===== src/rtl/registrador.sv =====
// Load-enable data register with byte-lane write mask, synchronous clear
// and a sticky "written" flag that is cleared only by reset or clr.
module registrador #(
   parameter int               WIDTH       = 16,
   parameter logic [WIDTH-1:0] RESET_VALUE = '0
) (
   input  logic               clk,
   input  logic               reset,
   input  logic               load,
   input  logic [WIDTH-1:0]   a,
   input  logic [WIDTH/8-1:0] byte_en,
   input  logic               clr,
   output logic [WIDTH-1:0]   leitura,
   output logic               written
);

   localparam int NB = WIDTH / 8;

   logic [WIDTH-1:0] leitura_q, leitura_d;
   logic             written_q, written_d;

   // clr outranks load; a load with an all-zero mask still marks the register written
   always_comb begin
      leitura_d = leitura_q;
      written_d = written_q;
      if (clr) begin
         leitura_d = RESET_VALUE;
         written_d = 1'b0;
      end else if (load) begin
         for (int i = 0; i < NB; i++) begin
            if (byte_en[i]) begin
               leitura_d[8*i +: 8] = a[8*i +: 8];
            end
         end
         written_d = 1'b1;
      end
   end

   always_ff @(posedge clk or posedge reset) begin
      if (reset) begin
         leitura_q <= RESET_VALUE;
         written_q <= 1'b0;
      end else begin
         leitura_q <= leitura_d;
         written_q <= written_d;
      end
   end

   assign leitura = leitura_q;
   assign written = written_q;

endmodule


===== config.mk =====
export PLATFORM = sky130hd
export DESIGN_NAME = registrador
export DESIGN_NICKNAME = d
export VERILOG_FILES = /design/src/rtl/registrador.sv
export SDC_FILE = /design/constraint.sdc
export NUM_CORES = 1
export LEC_CHECK = 0
export CAP_MARGIN = 20
export CORE_UTILIZATION = 35
export CTS_CLUSTER_SIZE = 28
export DETAILED_ROUTE_END_ITERATION = 12
export MAX_ROUTING_LAYER = met4
export PLACE_DENSITY_LB_ADDON = 0.3
export SETUP_SLACK_MARGIN = 0.4
export SKIP_LAST_GASP = 1
export SLEW_MARGIN = 20
export SYNTH_ARGS = -nofsm -noshare
export SYNTH_HDL_FRONTEND = slang
export SYNTH_SLANG_ARGS = --single-unit

===== constraint.sdc =====
create_clock -name clk -period 0.97 [get_ports clk]
set_input_delay 0.1455 -clock clk [delete_from_list [all_inputs] [get_ports clk]]
set_output_delay 0.1455 -clock clk [all_outputs]
set_load 0.01 [all_outputs]

==> results by group <==
Final layout
  – Summed area of non-filler cells in the final layout: 1390 um2
  – Fraction of layout instances using a drive strength above 1: 42.74%
  – Core utilization of the finished layout: 61.08%
  – ANT cells: 0
  – Nets: 147
  – Finished Layout Cells: 152
  – Area growth, synth to finish: 59.17%

Synth
  – Sequential fraction of the synthesis area: 48.71%
  – Post-Synth Simple-Gate Area: 10.03%
  – Syn Std Cell Area: 873.3 um2
  – Cell type contributing the most total cell area after synthesis: sky130_fd_sc_hd__dfrtp_1
  – Post-synthesis average cell area: 11.20 um2
  – Compound-gate portion of the synthesized area: 29.23%
  – Net count after synthesis: 100
  – Xor/xnor cell area share of the yosys netlist: 0%
  – Largest cells by area after synthesis: sky130_fd_sc_hd__dfrtp_1 49%, sky130_fd_sc_hd__a21bo_1 15%, sky130_fd_sc_hd__nand3_1 9.2%
  – Gate Count Post-Synth: 78
  – Count of cell types in the netlist: 12
  – Synth top area share: 48.71%
  – Dominant combinational cell family by area after synthesis: compound AO/OA/AOI/OAI gates
  – Flip-flop and latch count after synthesis: 17
  – Count of synthesis-stage warnings from yosys: 0
  – Post-synthesis mux area share: 0%
  – Share of synthesized cell area in full adder, half adder and majority cells: 0%

STA
  – Number of pins exceeding their max-slew limit in the final report: 0
  – Slew at the pin closest to its max-slew limit: 0.1630 ns
  – Final setup viols: 7
  – TNS Setup: -0.05243 ns
  – Final worst-path setup slack: -0.02718 ns
  – Maximum clock frequency: 1.003 GHz
  – Tcrit/Tclk final: 102.8%
  – Worst clock skew: 0 ns
  – Worst relative slew slack: 89.14%
  – RSZ-0062 raised after global routing: yes
  – Final Critical Period: 0.9972 ns
  – Final Hold Vio Count: 0

Setup path
  – Delay-heaviest family, CP: flip-flops
  – Data required time of the critical path: 0.82 ns
  – Slack of the worst reg-to-reg path: 0.05 ns
  – Crit Path Class: flip-flop to output port
  – Sum of buffers and inverters on the critical path: 1
  – Cell with the largest stage delay on the worst path: sky130_fd_sc_hd__dfrtp_1
  – Capturing element type of the critical path: output port
  – Cell-by-cell trace of the critical path: buf_2
  – Highest net fanout along the worst path: 2
  – Biggest cell delay along the critical path: 0.42 ns
  – Arrival time at the worst endpoint: 0.85 ns
  – Startpoint kind of the worst setup timing path: flip-flop

Place
  – PortBufs: 38
  – DP Area: 1310 um2
  – Routability congestion estimate: 0.6151
  – Inst Count DP: 142
  – Detailed-placement wirelength estimate: 1356 um
  – Worst setup slack after placement: -0.2203 ns

CTS
  – Clock root buffer: sky130_fd_sc_hd__clkbuf_4
  – Later-pin clock latency in the skew report: 0.29 ns
  – CTS tree: yes
  – Total CTS buffers: 3
  – Number of H-tree branching levels: 1
  – Maximum buffer depth of the clock tree: 2
  – Sinks on the clock net: 17
  – Clock slew seen by the registers of the worst setup and hold paths: 0.11 ns

Floorplan
  – Top Ports: 39
  – Overall die area: 2699 um2
  – Initial Util: 38.37%
  – Core area: 2276 um2
  – Y dimension of the die: 51.95 um
  – # rows: 17
  – Overall die width: 51.95 um

Route
  – Iter 0 DRT Violations: 10
  – Residual DRC: 0
  – Detailed-routing iteration count for the pre-antenna-repair pass: 4
  – Number of vias in the routed layout: 782
  – Wire per inst: 14.24 um
  – Final routed wirelength across all metal layers: 2164 um
  – Antenna viol nets, final: 0
  – Vias per cell: 5.145

GRT
  – Largest net degree at the start of global routing: 18
  – Global-route wire length before repair: 3670 um
  – Overflow after GRT: 0
  – Total track usage: 19.39%
  – Number of global-route vias before repair: 795
  – Antenna violations before repair: 0

Pwr
  – Maximum vdd ir drop: 0.7421 mV
  – Ratio of total power to cell area: 1097 nW/um2
  – Static leakage: 0.0006547 uW

Run
  – Count of max-cap constraint violations: 0

Worst hold path
  – Path category of the worst min-delay check: input pin to async pin

Status
  – Run status: finished with violations
  – Violated checks: negative setup slack
==> metal layers <==
| layer | track usage (%) | share of wire (%) | vias to the layer above |
|---|---|---|---|
| met3 | 2.632 | 3.9 | 4 |
| met1 | 25.56 | 42 | 390 |
| met5 | - | 0 | - |
| met4 | 8.559 | 2.0 | 0 |
| met2 | 29.70 | 52 | 20 |
| li1 | - | - | 368 |
==> metrics by stage <==
stage	total power (uW)	hold slack, ns
2_1_floorplan	932.0	0.07157
3_5_place_dp	1124	0.4880
5_1_grt	1606	0.1610
6_report	1524	0.1634
3_3_place_gp	1117	0.4698
4_1_cts	1524	0.1671
==> flip-flops by register name (all words and copies together), names as in the netlist <==
name and count:
leitura 16, written 1
==> what timing repair did <==
item | 4_1_cts | 5_1_grt
pin swaps | 1 | 1
endpoints found under the setup margin | 34 | 34
hold buffers | 0 | 0
setup buffers | 3 | 1
resized for setup | 84 | 4
cloned | 2 | 0
==> path summary, 6_finish.rpt <==
path,from,endpoint,depth (start not counted)
worst min-delay path,reset,leitura[8],3
min in group clk,load,leitura[15],4
max in group asynchronous,reset,leitura[10],3
worst max register to register,leitura[10],leitura[10],4
worst max-delay path,leitura[12],leitura[12],1
worst min register to register,written,written,2
==> cell usage after synthesis <==
cell type                   n
sky130_fd_sc_hd__a21oi_2    4
sky130_fd_sc_hd__buf_6      5
sky130_fd_sc_hd__clkbuf_2   1
sky130_fd_sc_hd__buf_2      2
sky130_fd_sc_hd__dfrtp_1   17
sky130_fd_sc_hd__a21oi_1   12
sky130_fd_sc_hd__a21bo_1   13
sky130_fd_sc_hd__nand3_1   16
sky130_fd_sc_hd__buf_8      2
sky130_fd_sc_hd__a21bo_2    3
sky130_fd_sc_hd__nor2_1     2
sky130_fd_sc_hd__inv_1      1
==> cell type report <==
| class | instances | area [um2] |
|---|---|---|
| inverters | 1 | 3.754 |
| fillers | 192 | 885.9 |
| clock inverters | 1 | 7.507 |
| clock buffers | 3 | 22.52 |
| multi-input cells | 50 | 380.4 |
| well taps | 28 | 35.03 |
| flip-flops and latches | 17 | 425.4 |
| repair buffers | 52 | 515.5 |
==> power by group <==
part           switching, uW  total [uW]  leakage [uW]  internal [uW]
Clock                    231         387     0.0000139            156
Combinational            153         381      0.000411            228
Sequential              16.6         756      0.000230            740
==> cells by family (layout without fill, tap and decap cells) <==
logic type / count (synthesis) / in the layout
AO/OA/AOI/OAI: 32 / 32
buffers and inverters: 11 / 57
flip-flops: 17 / 17
AND/OR/NAND/NOR: 18 / 18
==> worst min-delay path, stage by stage <==
cell and delay, ns:
sky130_fd_sc_hd__clkdlybuf4s50_1 0.40, sky130_fd_sc_hd__inv_1 0.10, sky130_fd_sc_hd__buf_12 0.16
==> cell usage in the layout, fill, tap and decap left out <==
cell                               n
sky130_fd_sc_hd__bufbuf_16         2
sky130_fd_sc_hd__dfrtp_1          17
sky130_fd_sc_hd__nor2_1            2
sky130_fd_sc_hd__buf_4             4
sky130_fd_sc_hd__buf_6             3
sky130_fd_sc_hd__inv_1             1
sky130_fd_sc_hd__clkdlybuf4s50_1  17
sky130_fd_sc_hd__a21bo_1          13
sky130_fd_sc_hd__a21oi_1           2
sky130_fd_sc_hd__clkbuf_4          3
sky130_fd_sc_hd__nand3_1          16
sky130_fd_sc_hd__a21bo_2           3
sky130_fd_sc_hd__dlygate4sd2_1     3
sky130_fd_sc_hd__buf_12            5
sky130_fd_sc_hd__clkinvlp_4        1
sky130_fd_sc_hd__a21oi_2          14
sky130_fd_sc_hd__buf_2            18
(Power assumes the default switching activity.)
